<file path="src/rtl/pc_gen_pkg.sv">
// Shared types and constants for the fetch-stage PC generator.
// Holds the FSM state encoding, the 64-bit word type and the default reset vector.
package pc_gen_pkg;

    typedef logic [63:0] u64;

    localparam u64 PC_RESET_VEC = 64'h0000_0000_8000_0000;

    typedef enum logic [1:0] {
        PC_BOOT = 2'd0,
        PC_RUN  = 2'd1,
        PC_PEND = 2'd2
    } pcgen_state_t;

    // Mask that clears the low align_bits bits of a 64-bit address.
    function automatic u64 align_mask(input int unsigned align_bits);
        u64 ones;
        ones = (64'd1 << align_bits) - 64'd1;
        return ~ones;
    endfunction

endpackage

</file>
<file path="src/rtl/pc_redirect_arb.sv">
// Fixed-priority redirect selector: channel 0 wins, the remaining channels are dropped.
// Purely combinational; the selected target is registered inside pc_gen.
module pc_redirect_arb #(
    parameter int XLEN    = 64,
    parameter int N_REDIR = 2
) (
    input  logic [N_REDIR-1:0]      i_redir_valid,
    input  logic [N_REDIR*XLEN-1:0] i_redir_pc,
    output logic                    o_any_redir,
    output logic [XLEN-1:0]         o_sel_pc
);

    // Walk from the lowest priority upward so the lowest valid index is written last.
    always_comb begin
        o_any_redir = |i_redir_valid;
        o_sel_pc    = '0;
        for (int k = N_REDIR - 1; k >= 0; k--) begin
            if (i_redir_valid[k]) begin
                o_sel_pc = i_redir_pc[k*XLEN +: XLEN];
            end else begin
                o_sel_pc = o_sel_pc;
            end
        end
    end

endmodule

</file>
<file path="src/rtl/pc_gen.sv">
// Fetch-stage PC generator: sequential step, prioritised redirect, freeze, held-redirect buffer.
// Optional macro PC_MISALIGN_CHECK_EN: keep targets unmasked and flag misaligned loads on misalign.
module pc_gen
    import pc_gen_pkg::*;
#(
    parameter int              XLEN       = 64,
    parameter logic [XLEN-1:0] RESET_VEC  = XLEN'(PC_RESET_VEC),
    parameter int              N_REDIR    = 2,
    parameter int              INST_BYTES = 4
) (
    input  logic                    clk,
    input  logic                    reset,
    input  logic                    stall,
    input  logic                    stallI,
    input  logic                    stallM,
    input  logic [N_REDIR-1:0]      redir_valid,
    input  logic [N_REDIR*XLEN-1:0] redir_pc,
    output logic [XLEN-1:0]         pc,
    output logic                    pc_valid,
    output logic                    redir_pending,
    output logic                    misalign
);

    localparam int              ALIGN      = $clog2(INST_BYTES);
    localparam u64              MASK64     = align_mask(ALIGN);
    localparam logic [XLEN-1:0] ALIGN_MASK = MASK64[XLEN-1:0];
    localparam logic [XLEN-1:0] STEP       = XLEN'(INST_BYTES);

    pcgen_state_t    r_state;
    pcgen_state_t    w_state_nxt;
    logic [XLEN-1:0] r_pc;
    logic [XLEN-1:0] w_pc_nxt;
    logic [XLEN-1:0] r_pend_pc;
    logic [XLEN-1:0] w_pend_nxt;
    logic            r_pc_valid;
    logic            r_redir_pending;
    logic            w_freeze;
    logic            w_any_redir;
    logic [XLEN-1:0] w_sel_pc;
    logic [XLEN-1:0] w_target;

    assign w_freeze = stall | stallI | stallM;

    pc_redirect_arb #(
        .XLEN    (XLEN),
        .N_REDIR (N_REDIR)
    ) u_arb (
        .i_redir_valid (redir_valid),
        .i_redir_pc    (redir_pc),
        .o_any_redir   (w_any_redir),
        .o_sel_pc      (w_sel_pc)
    );

`ifdef PC_MISALIGN_CHECK_EN
    assign w_target = w_sel_pc;
`else
    assign w_target = w_sel_pc & ALIGN_MASK;
`endif

    // Next-state, next-pc and held-redirect selection.
    always_comb begin
        w_state_nxt = r_state;
        w_pc_nxt    = r_pc;
        w_pend_nxt  = r_pend_pc;
        case (r_state)
            PC_BOOT, PC_RUN: begin
                if (!w_freeze) begin
                    w_state_nxt = PC_RUN;
                    if (w_any_redir) begin
                        w_pc_nxt = w_target;
                    end else if (r_state == PC_RUN) begin
                        w_pc_nxt = r_pc + STEP;
                    end else begin
                        w_pc_nxt = r_pc;
                    end
                end else if (w_any_redir) begin
                    w_pend_nxt  = w_target;
                    w_state_nxt = PC_PEND;
                end else begin
                    w_state_nxt = PC_RUN;
                end
            end
            PC_PEND: begin
                if (!w_freeze) begin
                    w_state_nxt = PC_RUN;
                    if (w_any_redir) begin
                        w_pc_nxt = w_target;
                    end else begin
                        w_pc_nxt = r_pend_pc;
                    end
                end else if (w_any_redir) begin
                    w_pend_nxt = w_target;
                end else begin
                    w_pend_nxt = r_pend_pc;
                end
            end
            default: begin
                w_state_nxt = PC_BOOT;
                w_pc_nxt    = RESET_VEC;
            end
        endcase
    end

    // State, pc, held target and status flops.
    always_ff @(posedge clk or negedge reset) begin
        if (!reset) begin
            r_state         <= PC_BOOT;
            r_pc            <= RESET_VEC;
            r_pend_pc       <= '0;
            r_pc_valid      <= 1'b0;
            r_redir_pending <= 1'b0;
        end else begin
            r_state         <= w_state_nxt;
            r_pc            <= w_pc_nxt;
            r_pend_pc       <= w_pend_nxt;
            r_pc_valid      <= (w_state_nxt != PC_BOOT);
            r_redir_pending <= (w_state_nxt == PC_PEND);
        end
    end

`ifdef PC_MISALIGN_CHECK_EN
    logic r_misalign;
    logic w_misalign_nxt;
    logic w_load_tgt;

    // A target lands in pc on any unfrozen redirect or when the held one is released.
    assign w_load_tgt = !w_freeze && (w_any_redir || (r_state == PC_PEND));

    // Flag follows the loaded target, holds while frozen, clears on a sequential step.
    always_comb begin
        if (w_load_tgt) begin
            w_misalign_nxt = |(w_pc_nxt & ~ALIGN_MASK);
        end else if (w_freeze) begin
            w_misalign_nxt = r_misalign;
        end else begin
            w_misalign_nxt = 1'b0;
        end
    end

    // Misalign flag register.
    always_ff @(posedge clk or negedge reset) begin
        if (!reset) begin
            r_misalign <= 1'b0;
        end else begin
            r_misalign <= w_misalign_nxt;
        end
    end

    assign misalign = r_misalign;
`else
    assign misalign = 1'b0;
`endif

    assign pc            = r_pc;
    assign pc_valid      = r_pc_valid;
    assign redir_pending = r_redir_pending;

endmodule

</file>
<file path="config.mk">
export PLATFORM = sky130hd
export DESIGN_NAME = pc_gen
export DESIGN_NICKNAME = d
export VERILOG_FILES = /design/src/rtl/pc_gen_pkg.sv /design/src/rtl/pc_redirect_arb.sv /design/src/rtl/pc_gen.sv
export SDC_FILE = /design/constraint.sdc
export NUM_CORES = 1
export LEC_CHECK = 0
export CORE_MARGIN = 3
export CORE_UTILIZATION = 47
export DETAILED_ROUTE_END_ITERATION = 10
export MAX_ROUTING_LAYER = met4
export PLACE_DENSITY = 0.76
export SYNTH_ARGS = -nofsm -noshare
export SYNTH_HDL_FRONTEND = slang
export SYNTH_SLANG_ARGS = --single-unit
</file>
<file path="constraint.sdc">
create_clock -name clk -period 6.7 [get_ports clk]
set_clock_uncertainty 0.05 [all_clocks]
set_input_delay 1.34 -clock clk [delete_from_list [all_inputs] [get_ports clk]]
set_output_delay 1.34 -clock clk [all_outputs]
set_load 0.01 [all_outputs]
</file>
# Word-level counts from Yosys, hierarchy flattened

Index checks and enable logic that the tools add are counted.

Multiplexer cells: 12
Bitwise operators: 2
Equal/unequal tests: 6
Multiply operators: 0
Order comparisons: 0
Add/sub/neg operators: 1
Div/mod/pow operators: 0
Reductions and logical operators: 7
Shifts and indexed selects: 0

Operators with widths:

| operator                                                                | count |
|---|---|
| 64-bit 2-to-1 mux                                                       | 7 |
| 64-bit case mux with 2 select lines                                     | 1 |
| 64-bit by 3-bit adder with 64-bit output, second input constant         | 1 |
| 2-bit 2-to-1 mux                                                        | 3 |
| 2-bit equality test, second input constant                              | 2 |
| 2-bit inequality test, second input constant                            | 2 |
| 2-bit case mux with 2 select lines                                      | 1 |
| 2-bit OR reduction                                                      | 2 |
| 3-bit by 2-bit inequality test with 1-bit output, second input constant | 1 |
| 3-bit AND reduction                                                     | 1 |
| 3-bit OR reduction                                                      | 1 |
| 2-bit by 1-bit equality test with 1-bit output, second input constant   | 1 |
| 2-bit logical NOT                                                       | 1 |
| 1-bit OR                                                                | 2 |
| 2-bit AND reduction                                                     | 1 |
| 2-bit nonzero test                                                      | 1 |

Memories kept: 0
Bits in latches: 0
Word-level logic and storage cells: 33
Bits in registers: 132
Output and inout port bits: 67
ROM bits: 0
Bits of input ports: 135
Memory bits (writable): 0

# Depth between registers and ports, before layout

Depth after elaboration: 5
Depth in mapped cells: 10
Mapped depth without buffers: 7

# Hierarchy

A second synthesis with hierarchy kept.

Cell total of the unflattened synthesis: 870
Area, all modules: 8,276.7 µm²

Modules (own cells, without submodules):

| module          | seq. area each (µm²) | instances | area each (µm²) | cells each |
|---|---|---|---|---|
| pc_gen          | 3,304.4              | 1         | 7,519.7         | 786 |
| pc_redirect_arb | 0.0                  | 1         | 757.0           | 84 |

# Least setup slack after synthesis

Ideal clock, no wire load.

Kind: input -> register
Start: input redir_valid[0]
End: register r_pc[63] (netlist: pc[63])
Setup time: 116 ps
Path buffers: 4
Required time: 6,534 ps
Cell stages on the path: 10
Arrival time: 2,986 ps
Slack: 3,549 ps
Path through: clkbuf_1 -> or2_2 -> clkbuf_1 -> nor2_1 -> clkbuf_1 -> buf_1 -> nand2_1 -> o21ai_0 -> nand2_1 -> o311ai_0

Word-level cells in the longest chain between the ends: 4
Elaborated cells on any way between the ends: 9
Classes of those cells: eq/ne (1); mux (6); reduce/logical (2)

RTL lines:

| what                                                           | line                                         | source |
|---|---|---|
| from (decl)                                                    | pc_gen.sv:16                                 | `input logic [N_REDIR-1:0] redir_valid,` |
| 64-bit 2-to-1 mux / 2-bit OR reduction (equally long branches) | pc_redirect_arb.sv:18, pc_redirect_arb.sv:15 |  |
| 64-bit 2-to-1 mux (on tied branches)                           | pc_gen.sv:86, pc_gen.sv:69                   |  |
| 64-bit 2-to-1 mux (on tied branches)                           | pc_gen.sv:84, pc_gen.sv:67                   |  |
| 64-bit case mux with 2 select lines                            | pc_gen.sv:65                                 | `case (r_state)` |
| to (signal assigned)                                           | pc_gen.sv:114                                | `r_pc <= w_pc_nxt;` |
| to (decl)                                                      | pc_gen.sv:31                                 | `logic [XLEN-1:0] r_pc;` |

Parallel ways exist; a longest one is shown, timed or not. The select of a mux whose other input is x is not followed.
A chain may end at the register's enable or synchronous reset.

# Worst setup path after layout

Start: input redir_valid[0]
End: register r_pc[33] (netlist: pc[33])

The elaborated chain is that of the path after synthesis.

==> flow_summary.toml <==
[layout]
design_area_um2 = 11280
nFillCells = 1505
areaGrowthSynthToFinish_pct = 32.05
layout-drive-gt1-share_pct = 6.129
nNetsFinal = 1364
diodes = 0

[detailed_routing]
drt_pass1_iterations = 9
drc = 0
drtIter0Drc = 1241
antenna_left = 0
wl_mm = 32.14
via_count = 9638
via_per_inst = 6.579
post_drt_wl_per_cell_um = 21.94

[timing]
max_freq_ghz = 0.2670
worst_slew_pin_slew_ns = 1.157
report.final.slew_viol_count = 0
hold_viol_final = 0
rsz0062_at_grt = "false"
finalSetupViolCount = 0
setup_tns_ns = 0
period_minus_slack_ns = 3.746
relSlewSlack_pct = 22.34
period_share_pct = 55.91
whs_ns = 0.4259

[floorplanning]
fp.dieW_um = 140.8
start_util_pct = 48.73
die_area_um2 = 19840
core_area_um2 = 17540
io_pins = 202
dieHeight_um = 140.8
row_count = 48

[grt]
grt_max_degree = 70
grt_use_total_pct = 32.54
grt_pass1_vias = 8742
grt_overflow = 0
grt_pass1_wl_mm = 49.29
antenna_found_initial = 0

[worst_setup_path]
cp_max_fo = 58
endpoint_kind = "register"
r2r_slack_ns = 3.51
worstSetupPathType = "input port to register"
startpoint_type = "input port"
arrival_ns = 3.99
required_ns = 6.94

[synth]
synth_edf_count = 0
synthTopCellsByCount = "nand2_1 (147), o21ai_0 (135), dfrtp_1 (131), nor2_1 (83), a21oi_1 (71)"
synth.most_common_cell = "nand2_1"
async_reset_ff_share_pct = 100.0
yosys-top-cells-area = "dfrtp_1 (38%), o21ai_0 (7.9%), nand2_1 (6.5%), a21oi_1 (4.2%), a22oi_1 (4.1%)"
synth.distinct_cells = 73
synth.avg_cell_area_um2 = 7.957
syn_nets = 1210
seq_area_frac_synth_pct = 38.67
netlist_instances = 1074
synth_seq_cells = 132
synth_top_area_cell = "dfrtp_1"
synth_top_area_share_pct = 38.36
syn-cell-area_um2 = 8546
yosysWarnings = 0
synth_ff_type = "dfrtp_1"

[place]
dp_hpwl_mm = 22.21
placedInstanceArea_um2 = 10680
place_congestion = 0.9790
io_buffers = 196

[cts]
cts_setup_buffers = 0
cts_sinks = 132
h-tree-depth = 4
cts_max_path_buffers = 2
cts_hold_buffers = 0
cts_tree = "done"
cts_resized = 0
insertion_delay_ns = 0.43
cts_made_buffers = 17
path_clk_slew_ns = 0.06
cts_root_buffer = "clkbuf_16"

[power_and_ir_drop]
p_leak_nw = 4.496
ir_drop_mv = 0.1899
power.total_w = 0.003181
power.density_nw_per_um2 = 281.9

[hold_path]
hold_class = "register to register"

[outcome]
status = "finished clean"

[run]
cap_violations = 0
[through the flow]
| stage | utilization, % | setup WS [ns] | std cells |
|---|---|---|---|
| 2_1_floorplan | - | 3.549 | 1074 |
| 3_3_place_gp | 60.89 | 2.618 | 1434 |
| 3_5_place_dp | 60.89 | 2.574 | 1434 |
| 4_1_cts | 64.35 | 3.017 | 1465 |
| 5_1_grt | 64.35 | 2.863 | 1465 |
| 6_report | 64.35 | 2.954 | 1465 |
[final timing paths]
path | startpoint | end | cells past startpoint
max in group asynchronous | reset | redir_pending | 2
worst max register to register | pc[2] | pc[44] | 7
worst min register to register | r_pend_pc[31] | r_pend_pc[31] | 2
min in group asynchronous | reset | r_pend_pc[56] | 1
worst min-delay path | r_pend_pc[31] | r_pend_pc[31] | 2
worst max-delay path | redir_valid[0] | pc[33] | 9
[final cells by class]
| cell class | instances | area, um^2 | area share (%) |
|---|---|---|---|
| Inverter | 13 | 48.80 | 0.4324 |
| Multi-Input combinational cell | 844 | 4911 | 43.52 |
| Clock buffer | 28 | 516.7 | 4.579 |
| Clock inverter | 3 | 90.09 | 0.7983 |
| Tap cell | 225 | 281.5 | 2.495 |
| Timing Repair Buffer | 220 | 2132 | 18.89 |
| Sequential cell | 132 | 3304 | 29.28 |
[flip-flops by register name (all words and copies together), names as in the netlist]
register	flops
redir_pending	1
pc_valid	1
r_state	2
r_pend_pc	64
pc	64
[logic make-up after synthesis]
kind of cell / share of synthesized area (%)
simple gates: 22.90
compound gates: 30.19
flops: 38.67
buf+inv: 4.378
mux: 2.752
xor+xnor: 0.9223
fa+ha+maj: 0.1464
other cells: 0.04388
[placed cells by master, fill, tap and decap left out, types with 5 or more instances in the layout]
cell	n
a22oi_1	47
nor3_1	25
o211ai_1	11
a31oi_1	25
clkdlybuf4s50_1	193
a22o_1	5
o22ai_1	7
nor2b_1	8
o21a_1	7
or3_1	7
dfrtp_1	131
a21oi_1	71
clkbuf_8	5
a221o_1	11
nor4_1	13
clkbuf_1	6
inv_1	13
and3_1	32
nand3_1	43
nor2_1	82
o21ai_0	135
nand4_1	19
nand2_1	146
buf_4	26
clkbuf_16	17
xnor2_1	5
mux2i_1	19
and2_1	6
a2bb2oi_1	5
a221oi_1	8
a211oi_1	12
o311ai_0	8
[power breakdown]
| group | switching, W | leakage, nW | internal, W |
|---|---|---|---|
| combinational | 0.000495 | 2.58 | 0.000478 |
| sequential | 0.000252 | 1.62 | 0.000978 |
| clock | 0.000344 | 0.295 | 0.000633 |
[critical path, stage by stage]
cell and delay (ns):
buf_4 0.51, buf_4 0.60, nor2b_2 0.09, buf_4 0.27, a221oi_1 0.60, inv_1 0.09, a41o_1 0.22, a21oi_1 0.15
a21oi_1 0.06
[routing by layer]
| layer | track usage (%) | vias up | share of wire, % |
|---|---|---|---|
| li1 | - | 4341 | - |
| met1 | 44.93 | 4575 | 41 |
| met2 | 46.88 | 648 | 45 |
| met3 | 8.582 | 74 | 12 |
| met4 | 10.40 | 0 | 2.7 |
| met5 | - | - | 0 |
(Power assumes the default switching activity.)
